**src/rtl/fsk_utxd_1byte.sv**
```systemverilog
// One-byte UART transmitter with continuous-phase FSK (DDS sine) modulation.
// Optional `UTXD_PARITY_EN inserts an even-parity bit before the stop bit.
module fsk_utxd_1byte #(
  parameter int FD_DIV      = 1000,
  parameter int SMP_PER_BIT = 50,
  parameter int MARK_INC    = 2621,
  parameter int SPACE_INC   = 5243
) (
  input  logic        clk,
  input  logic        rst,
  input  logic        st,
  input  logic [7:0]  TX_dat,
  output logic [11:0] FSK_SH,
  output logic        TXD,
  output logic        en_tx_byte,
  output logic [3:0]  cb_tx_bit,
  output logic        ce_Fd,
  output logic        ce_bit,
  output logic        T_end
);

  localparam int FDW = (FD_DIV > 1) ? $clog2(FD_DIV) : 1;
  localparam int SBW = (SMP_PER_BIT > 1) ? $clog2(SMP_PER_BIT) : 1;

`ifdef UTXD_PARITY_EN
  localparam logic [3:0] LAST = 4'd10;
`else
  localparam logic [3:0] LAST = 4'd9;
`endif

  localparam logic [0:0] IDLE = 1'b0;
  localparam logic [0:0] SEND = 1'b1;

  logic [0:0]     state;
  logic [FDW-1:0] cb_Fd;
  logic [SBW-1:0] cb_smp;
  logic [15:0]    phase;
  logic [7:0]     sreg;
`ifdef UTXD_PARITY_EN
  logic           par;
`endif
  logic           accept;

  // Quarter-wave table of round(2000*sin(2*pi*i/64)), i=0..16; the other
  // three quadrants are mirrored from it.
  function automatic logic [11:0] sin_lut(input logic [5:0] k);
    logic [4:0]  i;
    logic [10:0] off;
    i = k[4] ? (5'd16 - {1'b0, k[3:0]}) : {1'b0, k[3:0]};
    case (i)
      5'd0:    off = 11'd0;
      5'd1:    off = 11'd196;
      5'd2:    off = 11'd390;
      5'd3:    off = 11'd581;
      5'd4:    off = 11'd765;
      5'd5:    off = 11'd943;
      5'd6:    off = 11'd1111;
      5'd7:    off = 11'd1269;
      5'd8:    off = 11'd1414;
      5'd9:    off = 11'd1546;
      5'd10:   off = 11'd1663;
      5'd11:   off = 11'd1764;
      5'd12:   off = 11'd1848;
      5'd13:   off = 11'd1914;
      5'd14:   off = 11'd1962;
      5'd15:   off = 11'd1990;
      default: off = 11'd2000;
    endcase
    return k[5] ? (12'd2048 - {1'b0, off}) : (12'd2048 + {1'b0, off});
  endfunction

  assign en_tx_byte = (state == SEND);
  assign ce_Fd      = (cb_Fd == FDW'(FD_DIV - 1));
  assign ce_bit     = en_tx_byte && ce_Fd && (cb_smp == SBW'(SMP_PER_BIT - 1));
  // T_end blocks a start in its own clk, even though the FSM is already idle
  assign accept     = st && !en_tx_byte && !T_end;

  always_ff @(posedge clk) begin
    if (rst) begin
      state     <= IDLE;
      cb_Fd     <= '0;
      cb_smp    <= '0;
      phase     <= '0;
      sreg      <= '0;
`ifdef UTXD_PARITY_EN
      par       <= 1'b0;
`endif
      FSK_SH    <= 12'd2048;
      TXD       <= 1'b1;
      cb_tx_bit <= '0;
      T_end     <= 1'b0;
    end else begin
      T_end <= 1'b0;
      cb_Fd <= ce_Fd ? '0 : cb_Fd + FDW'(1);
      // phase runs freely across bit boundaries; tone follows TXD before this edge
      if (ce_Fd) begin
        FSK_SH <= sin_lut(phase[15:10]);
        phase  <= phase + (TXD ? 16'(MARK_INC) : 16'(SPACE_INC));
      end
      case (state)
        IDLE: if (accept) begin
          state     <= SEND;
          sreg      <= TX_dat;
`ifdef UTXD_PARITY_EN
          par       <= ^TX_dat;
`endif
          cb_tx_bit <= '0;
          TXD       <= 1'b0;
          cb_smp    <= '0;
          cb_Fd     <= '0;
        end
        default: if (ce_Fd) begin
          if (ce_bit) begin
            cb_smp <= '0;
            if (cb_tx_bit == LAST) begin
              state     <= IDLE;
              cb_tx_bit <= '0;
              TXD       <= 1'b1;
              T_end     <= 1'b1;
            end else begin
              cb_tx_bit <= cb_tx_bit + 4'd1;
              if (cb_tx_bit < 4'd8) begin
                TXD  <= sreg[0];
                sreg <= {1'b0, sreg[7:1]};
              end
`ifdef UTXD_PARITY_EN
              else if (cb_tx_bit == 4'd8) TXD <= par;
`endif
              else TXD <= 1'b1;
            end
          end else begin
            cb_smp <= cb_smp + SBW'(1);
          end
        end
      endcase
    end
  end

endmodule

```
**config.mk**
```make
export PLATFORM = sky130hd
export DESIGN_NAME = fsk_utxd_1byte
export DESIGN_NICKNAME = d
export VERILOG_FILES = /design/src/rtl/fsk_utxd_1byte.sv
export SDC_FILE = /design/constraint.sdc
export NUM_CORES = 1
export LEC_CHECK = 0
export ABC_AREA = 0
export BUFFER_PORTS_ARGS = -buffer_cell sky130_fd_sc_hd__clkbuf_2
export CORE_ASPECT_RATIO = 0.7
export CORE_UTILIZATION = 50
export DETAILED_ROUTE_END_ITERATION = 10
export PLACE_DENSITY = 0.76
export SLEW_MARGIN = 20
export SYNTH_ARGS = -nofsm -noshare
export SYNTH_HDL_FRONTEND = slang
export SYNTH_SLANG_ARGS = --single-unit
```
**constraint.sdc**
```tcl
create_clock -name clk -period 3.8 [get_ports clk]
set_input_delay 0 -clock clk [delete_from_list [all_inputs] [get_ports clk]]
set_output_delay 0 -clock clk [all_outputs]
set_load 0.03 [all_outputs]
```
Yosys cells after proc, flatten, opt, wreduce, memory -nomap -nowiden
Memory sizes are Yosys's and may differ from the RTL's.
Index checks and enable logic that the tools add are counted.

word-level totals
  register bits after elaboration = 59
  ROM bits = 176
  logic and storage cells = 75
  memories kept = 1

memories
  name              words  bits a word  read ports  clocked after Yosys merged registers in  write ports  RTL line  RTL
  (name not given)  16     11           1           0                                        0            50        case (i)

cells by class
  add/sub/neg operators = 7
  order comparisons = 1
  eq/ne operators = 7
  multiplexer cells = 36
  bitwise gates (word level) = 3
  reduce and logical (&&, ||, !) cells = 11

operator list
  operator                                             number
  two-way mux 8 bit                                    6
  two-way mux 11 bit                                   3
  two-way mux 10 bit                                   3
  two-way mux 6 bit                                    4
  two-way mux 4 bit                                    5
  adder 16 x 13 -> 16 bit                              1
  two-way mux 13 bit                                   1
  adder 12 x 11 -> 12 bit (first input constant)       1
  two-way mux 1 bit                                    12
  two-way mux 12 bit                                   1
  subtractor 12 x 11 -> 12 bit (first input constant)  1
  adder 10 x 1 -> 10 bit (second input constant)       1
  equality test 10 bit (second input constant)         1
  adder 6 x 1 -> 6 bit (second input constant)         1
  equality test 6 bit (second input constant)          1
  inequality test 2 bit (second input constant)        3
  two-way mux 5 bit                                    1
  AND reduction 5 bit                                  1
  subtractor 5 x 4 -> 5 bit (first input constant)     1
  adder 4 x 1 -> 4 bit (second input constant)         1
  equality test 4 bit (second input constant)          1
  logical AND 1 bit                                    4
  less-than comparator 4 bit (second input constant)   1
  OR reduction 4 bit                                   1
  6 further kinds                                      9

Depth between registers and ports, before layout
Gate-level depths: netlist of run 1.
An unclocked memory read counts as a cell.

  depth in word-level cells = 8
  gate-level depth with buffers = 16
  depth with buffers taken out = 15

Least setup slack after synthesis of run 1
No wires, ideal clock.

  path kind = reg2reg
  start point = reg phase[10]
  end point = reg FSK_SH[8]
  data arrival time = 3.260 ns
  data required time = 3.726 ns
  slack = 0.465 ns
  cell stages (with the launch flop) = 15
  path buffers = 3
  clock period less this slack = 3.335 ns
  cell sequence = dfxtp_1 inv_1 ha_1 buf_2 nor2b_4 buf_6 xnor2_2 buf_2 nor2_1 o311ai_0 ha_1 o31ai_1 nand3b_1 or4_1 a31oi_1

on the way
  cells in the longest elaborated chain, start to end = 8

RTL lines
  element                                                                  RTL line  RTL
  from (decl)                                                              37        logic [15:0] phase;
  from (signal assigned)                                                   98        phase <= phase + (TXD ? 16'(MARK_INC) : 16'(SPACE_INC));
  subtractor 5 x 4 -> 5 bit                                                49        i = k[4] ? (5'd16 - {1'b0, k[3:0]}) : {1'b0, k[3:0]};
  two-way mux 5 bit *                                                      49
  memory (16 x 11 bit)                                                     --
  two-way mux 11 bit *                                                     50
  two-way mux 11 bit *                                                     96        if (ce_Fd) begin
  two-way mux 11 bit *                                                     79        if (rst) begin
  adder 12 x 11 -> 12 bit or subtractor 12 x 11 -> 12 bit (tied branches)  69        return k[5] ? (12'd2048 - {1'b0, off}) : (12'd2048 + {1'b0, off});
  two-way mux 12 bit *                                                     69
  to (signal assigned)                                                     97        FSK_SH <= sin_lut(phase[15:10]);
  to (decl)                                                                13        output logic [11:0] FSK_SH,

Every way passes the cells marked *; elsewhere a longest branch is shown, timed or not. The select of a mux whose other input is x is not followed.
A chain may end at the register's enable or synchronous reset.

Worst setup path after layout of run 1
  start point = reg phase[11]
  end point = reg FSK_SH[8]

The elaborated chain is that of the path after synthesis.

==> flow_summary.yaml, run 1 <==
status:
  status: "complete, no violations"
synth:
  ys.flop_type: "dfxtp_1"
  seq_area_frac_synth_pct: 32.7
  syn_inst: 430
  postSynth.asyncResetShare_pct: 0
  syn_area_mm2: 0.00361
  ys_types: 60
  synth_nets: 462
  ys_warn_count: 0
  syn_avg_cell_area_um2: 8.40
  synth_edf_count: 0
  synth_seq_cells: 59
sta:
  fin_worst_skew_ns: 0.00830
  drv_slew: 0
  relSlewSlack_pct: 36.2
  fin_crit_ns: 3.39
  rsz0062_at_grt: "false"
  tightest_slew_ns: 0.957
  layout_worst_path_cycle_share_pct: 89.1
  hold_viol_final: 0
  fmax_ghz: 0.295
  layout_setup_ws_ns: 0.413
  setup_tns_ns: 0
  setup_viol: 0
global_routing:
  grt_pass1_vias: 2831
  grt.total_usage_pct: 23.2
  grt_max_degree: 48
  grt_antenna_before_repair: 0
  grt_pass1_wl_mm: 13.7
  grt_overflow_total: 0
clocking:
  cts_root_buf: "clkbuf_8"
  clkSinkCount: 59
  clk_latency_ns: 0.34
  clk_pin_slew_ns: 0.07
  htree_levels: 3
  cts_tree: "yes"
  cts_buffer_depth: 2
  numCtsBuffers: 9
  post_cts_buffers: 0
route:
  vias: 3174
  first_iter_violations: 169
  drt_pass1_iterations: 4
  remaining_drc_errors: 0
  viasPerCell: 5.63
  drtAntennaViolNets: 0
  wl_mm: 8.28
  avgRoutedWirePerCell_um: 14.7
die:
  die_y_um: 73.1
  initial_core_util_pct: 52.5
  die_w_um: 104
  rows: 25
  core-area_mm2: 0.00688
  ios: 32
  dieArea_mm2: 0.00758
finish:
  nets: 497
  area_growth_pct: 14.4
  post-route-util_pct: 60.1
  diodes: 0
  layout-drive-gt1-share_pct: 13.4
place:
  place.gp.congestion: 0.907
  pre_cts_ws_ns: 0.339
  portBuffers: 31
  dpl.hpwl_mm: 5.93
power_and_ir_drop:
  power_density_mw_per_mm2: 337
  power.switching_w: 0.000321
  power.leakage_nw: 1.65
  seqPwrFrac_pct: 45.9
  p_int_w: 0.00107
  switching_share_pct: 23.1
  comb_power_share_pct: 6.7
  irDropWorstVdd_v: 0.000208
  clockPowerShare_pct: 47.4
min_path:
  hp-class: "primary input to register"
setup_path:
  arrival_ns: 3.66
  path_max_fanout: 8
  endpoint_kind: "register"
  r2r_slack_ns: 0.41
  cp.required_ns: 4.08
  crit_type: "register to register"
  cp-start-kind: "register"
job:
  maxCapViolations: 0
-- kinds of logic (layout without fill, tap and decap cells) --
| group | count (synthesis) | count (layout) | synth area share (%) |
|---|---|---|---|
| multiplexers | 15 | 15 | 4.50 |
| AND/OR/NAND/NOR | 176 | 176 | 24.2 |
| AO/OA/AOI/OAI | 84 | 84 | 16.9 |
| flip-flops | 59 | 59 | 32.7 |
| adder cells (fa/ha/maj) | 21 | 21 | 7.48 |
| XOR/XNOR | 35 | 35 | 9.42 |
| buffers and inverters | 40 | 80 | 4.85 |
-- layer usage --
layer | track usage (%) | share of wire [%]
met3 | 8.84 | 6.5
met2 | 33.3 | 42
met4 | 7.89 | 0.66
met5 | 0 | 0
met1 | 31.8 | 51
-- layout by cell type (no fill, tap or decap), types with 6 or more instances in the layout --
cell,n
dfxtp_1,59
nor2_1,58
nand2_1,32
clkbuf_2,31
a21oi_1,22
nand3_1,21
xnor2_1,20
ha_1,20
inv_1,18
nor3_1,17
mux2i_1,14
a211oi_1,14
xor2_1,12
clkbuf_8,11
o21ai_0,10
dlygate4sd3_1,8
and3_1,6
a31oi_1,6
or3_1,6
buf_4,6
-- synthesized netlist by cell type (all sizes together), types with 3 or more instances --
cell type  instances  area, µm²
nor3              17       85.1
inv               19       71.3
or4                3       22.5
a211oi            14        105
nand2b             4       25.0
xnor2             23        235
nand4              5       31.3
buf                9       58.8
and4               5       43.8
nor2b              5       38.8
a31oi              6       37.5
xor2              12        105
a21oi             22        110
clkbuf            12       45.0
o31ai              4       43.8
nand3b             3       22.5
nor2              58        218
and3               6       37.5
o41ai              3       41.3
o21bai             5       37.5
ha                20        250
or3                6       37.5
nand3             21        105
mux2i             14        140
dfxtp             59       1180
nand2             32        120
o21ai             13       68.8
-- area by class of cell --
cell class | count | area (µm²)
Sequential cell | 59 | 1180
Inverter | 19 | 71.3
Multi-Input combinational cell | 331 | 2260
Clock inverter | 4 | 72.6
Clock buffer | 12 | 155
Tap cell | 94 | 118
Timing Repair Buffer | 45 | 280
Fill cell | 628 | 2750
-- worst max-delay path, stage by stage, from the launching register on --
cell      delay [ns]
dfxtp_1         0.43
inv_1           0.11
ha_1            0.33
nand2_1         0.09
o21ai_2         0.12
inv_1           0.26
ha_1            0.33
nor2_1          0.08
o311ai_1        0.35
ha_1            0.24
o31ai_1         0.10
nand3b_1        0.24
or4_1           0.49
a31oi_1         0.16
-- stage by stage --
step / power [W] / area (µm²) / hold slack (ns) / instances
after floorplan: 0.000715 / 3610 / 0.172 / 430
after global routing: 0.00145 / 4140 / 0.131 / 564
after CTS: 0.00141 / 4140 / 0.108 / 564
after detailed placement: 0.000740 / 3830 / 0.280 / 540
after global placement: 0.000737 / 3830 / 0.274 / 540
final: 0.00139 / 4140 / 0.119 / 564
-- flip-flops by register name, summed over array words and instances, names as in the netlist --
| signal | count |
|---|---|
| FSK_SH | 12 |
| TXD | 1 |
| T_end | 1 |
| cb_Fd | 10 |
| cb_smp | 6 |
| cb_tx_bit | 4 |
| en_tx_byte | 1 |
| phase | 16 |
| sreg | 8 |
-- worst paths after layout --
| check | from | to | cells past startpoint |
|---|---|---|---|
| min | st | en_tx_byte | 4 |
| min reg2reg | FSK_SH[7] | FSK_SH[7] | 2 |
| max reg2reg | phase[11] | FSK_SH[8] | 13 |
| max | phase[11] | FSK_SH[8] | 13 |
-- timing repair --
item,CTS,global route
endpoints found under the hold margin,8,0
endpoints found under the setup margin,0,2
hold buffers,8,0
gates resized for setup,0,1
-- power by group through the flow --
stage | Clock [W] | Combinational (W) | Sequential, W
floorplan | 0 | 0.0000597 | 0.000655
finish | 0.000661 | 0.0000938 | 0.000639
global placement | 0 | 0.0000847 | 0.000652
global route | 0.000702 | 0.000105 | 0.000640
detailed placement | 0 | 0.0000869 | 0.000653
CTS | 0.000674 | 0.0000936 | 0.000639
Power figures use the tool's default switching activity.
==> inputs of run 2 (changes only) <==
--- a/config.mk
+++ b/config.mk
@@ -10,6 +10,7 @@
 export CORE_ASPECT_RATIO = 0.7
 export CORE_UTILIZATION = 50
 export DETAILED_ROUTE_END_ITERATION = 10
+export MAX_ROUTING_LAYER = met4
 export PLACE_DENSITY = 0.76
 export SLEW_MARGIN = 20
 export SYNTH_ARGS = -nofsm -noshare
==> run 2 against run 1 <==
Compared with the run above:
- clock power is 9.1% lower
- global-route usage is 1.5 points higher
- die area stayed put
- register-to-register slack better by 0.04 ns
- highest routed layer unchanged
- clock skew is 0.0012 ns lower
- critical path depth stayed put
- non-clock buffer count is 1 lower
==> flow_summary.yaml, run 2 (same netlist as run 1, synthesis figures left out) <==
finish:
  area_growth_pct: 13.6
  diodes: 0
  layout-drive-gt1-share_pct: 13.0
  reg_top3: "phase x16, FSK_SH x12, cb_Fd x10"
  layout_common_cells: "dfxtp_1, nor2_1, nand2_1"
  multi_input_area_mm2: 0.00226
  seq_area_mm2: 0.00118
  final_common_cell: "dfxtp_1"
  regMostFlops: "phase"
  largest_register_ffs: 16
  fillers: 621
  nets: 496
sta:
  setup_viol: 0
  rsz0062_at_grt: "false"
  setup_tns_ns: 0
  layout_worst_path_cycle_share_pct: 88.2
  relSlewSlack_pct: 43.1
  fin_crit_ns: 3.35
  drv_slew: 0
  fin_worst_skew_ns: 0.00711
  fmax_ghz: 0.299
  whs_ns: 0.00719
  hold_viol_final: 0
  tightest_slew_ns: 0.849
die:
  die_w_um: 104
  rows: 25
  dieArea_mm2: 0.00758
  core-area_mm2: 0.00688
  ios: 32
  die_y_um: 73.1
  initial_core_util_pct: 52.5
clocking:
  cts_tree: "yes"
  clkSinkCount: 59
  cts_buffer_depth: 2
  cts_root_buf: "clkbuf_8"
  clk_latency_ns: 0.35
  numCtsBuffers: 9
  clk_pin_slew_ns: 0.06
  htree_levels: 3
setup_path:
  path_max_fanout: 8
  path_common_cell: "ha_1"
  cp-start-kind: "register"
  critPathMaxStageDelay_ns: 0.49
  reg2reg_depth: 13
  crit_type: "register to register"
  critical_path_depth: 13
  r2r_slack_ns: 0.45
  endpoint_kind: "register"
  cp.buffers_inverters: 2
  slowest_stage: "or4_1"
  cp.required_ns: 4.08
  path_delay_family: "simple AND/OR/NAND/NOR gates"
  crit_chain: "inv_1, ha_1, nand2_1, o21ai_2, inv_1, ha_1, nor2_1, o311ai_1, ha_1, o31ai_1, nand3b_1, or4_1, a31oi_1"
  arrival_ns: 3.63
global_routing:
  grt_antenna_before_repair: 0
  grt_max_degree: 29
  grt_pass1_wl_mm: 14.1
  grt_pass1_vias: 2807
  grt.total_usage_pct: 24.7
  grt_overflow_total: 0
route:
  drt_pass1_iterations: 4
  highest-signal-layer: "met4"
  first_iter_violations: 295
  drt-met1-wl_mm: 4.38
  wl_mm: 8.57
  vias: 3232
  wl_met2_mm: 3.61
  drtAntennaViolNets: 0
  viasPerCell: 5.74
  met3_length_um: 503
  remaining_drc_errors: 0
  avgRoutedWirePerCell_um: 15.2
power_and_ir_drop:
  power.leakage_nw: 1.64
  power_density_mw_per_mm2: 326
  irDropWorstVdd_v: 0.000244
min_path:
  min_path_cells: 3
  hp-class: "primary input to register"
place:
  dpl.hpwl_mm: 6.07
  portBuffers: 31
  place.gp.congestion: 0.922
job:
  maxCapViolations: 0
status:
  status: "complete, no violations"
[run 2: worst paths after layout]
| kind | end | from |
|---|---|---|
| max | FSK_SH[8] | phase[11] |
| min | sreg[6] | TX_dat[6] |
| max reg2reg | FSK_SH[8] | phase[11] |
| min reg2reg | FSK_SH[9] | FSK_SH[9] |
[run 2: tightest hold or removal path, stage by stage]
cell and delay (ns):
clkbuf_2 0.08, mux2i_1 0.14, a211oi_1 0.09
[run 2: power by group]
part,total (W),switching (W),internal [W]
Sequential,0.000640,0.00000969,0.000630
Combinational,0.0000950,0.0000569,0.0000381
Clock,0.000601,0.000244,0.000358
[run 2: repair_timing]
item / in CTS / in global routing
setup buffers: 0 / 0
endpoints found under the hold margin: 7 / 0
resized for setup: 0 / 1
hold buffers: 7 / 0
endpoints found under the setup margin: 0 / 1
[run 2: routing by layer]
layer | up-vias | GRT usage [%]
li1 | 1616 | -
met1 | 1522 | 34.4
met2 | 85 | 35.1
met3 | 9 | 6.96
met4 | 0 | 5.80
met5 | - | -
[run 2: through the flow]
stage | power (W) | cell area [µm²] | worst slack (ns) | std cells | util [%]
finish | 0.00134 | 4100 | 0.450 | 563 | 59.6
global route | 0.00139 | 4100 | 0.142 | 563 | 59.6
CTS | 0.00135 | 4100 | 0.352 | 563 | 59.6
detailed placement | 0.000742 | 3830 | 0.360 | 540 | 55.6
global placement | 0.000737 | 3830 | 0.529 | 540 | 55.6
floorplan | 0.000715 | 3610 | 0.465 | 430 | -
[run 2: area by class of cell]
cell class | instances | share of cell area [%]
tap | 94 | 2.87
clock inverter | 1 | 0.732
sequential | 59 | 28.8
inverter | 19 | 1.74
multi-input combinational | 331 | 55.0
timing repair buffer | 44 | 6.59
clock buffer | 15 | 4.30
==> inputs of run 3 (changes only) <==
--- a/config.mk
+++ b/config.mk
@@ -9,6 +9,7 @@
 export BUFFER_PORTS_ARGS = -buffer_cell sky130_fd_sc_hd__clkbuf_2
 export CORE_ASPECT_RATIO = 0.7
 export CORE_UTILIZATION = 50
+export CTS_BUF_LIST = sky130_fd_sc_hd__clkbuf_8
 export DETAILED_ROUTE_END_ITERATION = 10
 export MAX_ROUTING_LAYER = met4
 export PLACE_DENSITY = 0.76
==> run 3 against run 2 <==
Compared with the run above:
- core utilization unchanged
- clock-buffer cell count shrank 3
- power fell by 0.56%
- clock skew is essentially flat
- via count rose by 0.15%
- combinational power barely moved
- register-to-register slack is essentially flat
- final area is the same
- cell count did not move
- highest routed layer unchanged
- setup slack better by 0.0031 ns
- sequential power about the same
==> flow_summary.yaml, run 3 (same netlist as run 1, synthesis figures left out) <==
status:
  status: "complete, no violations"
finish:
  layout-drive-gt1-share_pct: 13.0
  reg_top3: "phase x16, FSK_SH x12, cb_Fd x10"
  final_common_cell: "dfxtp_1"
  post-route-util_pct: 59.6
  area_growth_pct: 13.6
  layout_common_cells: "dfxtp_1, nor2_1, nand2_1"
  largest_register_ffs: 16
  regMostFlops: "phase"
  diodes: 0
  fillers: 621
  nets: 496
global_routing:
  grt_pass1_wl_mm: 14.1
  grt_overflow_total: 0
  grt_antenna_before_repair: 0
  grt_pass1_vias: 2811
  grt.total_usage_pct: 24.7
  grt_max_degree: 29
route:
  avgRoutedWirePerCell_um: 15.1
  remaining_drc_errors: 0
  drtAntennaViolNets: 0
  viasPerCell: 5.75
  vias: 3237
  first_iter_violations: 300
  wl_mm: 8.52
  drt_pass1_iterations: 4
setup_path:
  reg2reg_depth: 13
  critPathMaxStageDelay_ns: 0.49
  cp-endpoint: "FSK_SH[8]"
  r2r_end: "FSK_SH[8]"
  cp-start-kind: "register"
  cp.required_ns: 4.08
  crit_type: "register to register"
  crit_chain: "inv_1, ha_1, nand2_1, o21ai_2, inv_1, ha_1, nor2_1, o311ai_1, ha_1, o31ai_1, nand3b_1, or4_1, a31oi_1"
  endpoint_kind: "register"
  path_common_cell: "ha_1"
  arrival_ns: 3.63
  path_max_fanout: 8
  slowest_stage: "or4_1"
  r2r_slack_ns: 0.45
  r2r-start: "phase[11]"
  startpoint: "phase[11]"
power_and_ir_drop:
  irDropWorstVdd_v: 0.000245
  seqPwrFrac_pct: 48.1
  p_int_w: 0.00102
  power_density_mw_per_mm2: 324
  clockPowerShare_pct: 44.7
  power.switching_w: 0.000311
  comb_power_share_pct: 7.1
  switching_share_pct: 23.4
  power.leakage_nw: 1.65
die:
  die_y_um: 73.1
  ios: 32
  dieArea_mm2: 0.00758
  initial_core_util_pct: 52.5
  core-area_mm2: 0.00688
  rows: 25
  die_w_um: 104
job:
  maxCapViolations: 0
clocking:
  htree_levels: 3
  numCtsBuffers: 9
  cts_buffer_depth: 2
  clk_pin_slew_ns: 0.06
  cts_root_buf: "clkbuf_8"
  cts_tree: "yes"
  clk_latency_ns: 0.35
  clkSinkCount: 59
place:
  dpl.hpwl_mm: 6.07
  place.gp.congestion: 0.922
  portBuffers: 31
sta:
  fmax_ghz: 0.299
  fin_worst_skew_ns: 0.00700
  relSlewSlack_pct: 43.1
  layout_worst_path_cycle_share_pct: 88.1
  hold_viol_final: 0
  tightest_slew_ns: 0.849
  setup_viol: 0
  setup_tns_ns: 0
  rsz0062_at_grt: "false"
  drv_slew: 0
  fin_crit_ns: 3.35
min_path:
  hp-class: "primary input to register"
run 3: cell count changes in the layout (fill, tap and decap cells not counted), sizes merged:
cell / before / now
inv: 19 / 22
clkbuf: 46 / 43
run 3: critical path, delay by kind of cell, from the launching register on:
| family | cells | cell delay, ns |
|---|---|---|
| buffers and inverters | 2 | 0.37 |
| DFF | 1 | 0.42 |
| and+or+nand+nor | 4 | 0.90 |
| AOI/OAI and AO/OA | 4 | 0.70 |
| adders and majority gates | 3 | 0.89 |
run 3: metal layers:
| layer | wire length [µm] | GRT usage [%] | vias up |
|---|---|---|---|
| li1 | - | - | 1616 |
| met1 | 4390 | 34.4 | 1526 |
| met2 | 3580 | 35.1 | 86 |
| met3 | 481 | 6.96 | 9 |
| met4 | 74 | 5.80 | 0 |
| met5 | 0 | - | - |
run 3: worst min-delay path by stage:
stage / startpoint / cells after the start / end
4_1_cts: TX_dat[6] / 3 / sreg[6]
5_1_grt: TX_dat[6] / 3 / sreg[6]
2_1_floorplan: TX_dat[7] / 2 / sreg[7]
3_3_place_gp: TX_dat[7] / 3 / sreg[7]
3_5_place_dp: TX_dat[7] / 3 / sreg[7]
6_report: TX_dat[6] / 3 / sreg[6]
run 3: through the flow:
| step | hold WS (ns) | cells | instance area (µm²) | worst slack, ns | total power [W] |
|---|---|---|---|---|---|
| after floorplan | 0.172 | 430 | 3610 | 0.465 | 0.000715 |
| after global placement | 0.272 | 540 | 3830 | 0.529 | 0.000737 |
| after detailed placement | 0.279 | 540 | 3830 | 0.360 | 0.000742 |
| after CTS | 0.00346 | 563 | 4100 | 0.352 | 0.00134 |
| after global routing | 0.0566 | 563 | 4100 | 0.142 | 0.00138 |
| final | 0.00708 | 563 | 4100 | 0.453 | 0.00133 |
run 3: power by group through the flow:
| stage | Sequential, W | Clock, W | Combinational (W) |
|---|---|---|---|
| after global routing | 0.000641 | 0.000637 | 0.000106 |
| final | 0.000640 | 0.000594 | 0.0000949 |
| after floorplan | 0.000655 | 0 | 0.0000597 |
| after global placement | 0.000653 | 0 | 0.0000848 |
| after CTS | 0.000639 | 0.000607 | 0.0000951 |
| after detailed placement | 0.000653 | 0 | 0.0000884 |
run 3: final cells by class:
type                            count  area, µm²  area share [%]
Multi-Input combinational cell    331       2260            55.0
Sequential cell                    59       1180            28.8
Timing Repair Buffer               44        270            6.59
Clock buffer                       12        165            4.02
Tap cell                           94        118            2.87
Inverter                           19       71.3            1.74
Clock inverter                      4       41.3            1.01
run 3: timing repair:
action / 4_1_cts / 5_1_grt
buffers inserted: 0 / 0
endpoints found under the setup margin: 0 / 1
hold buffers: 7 / 0
endpoints found under the hold margin: 7 / 0
resized for setup: 0 / 1
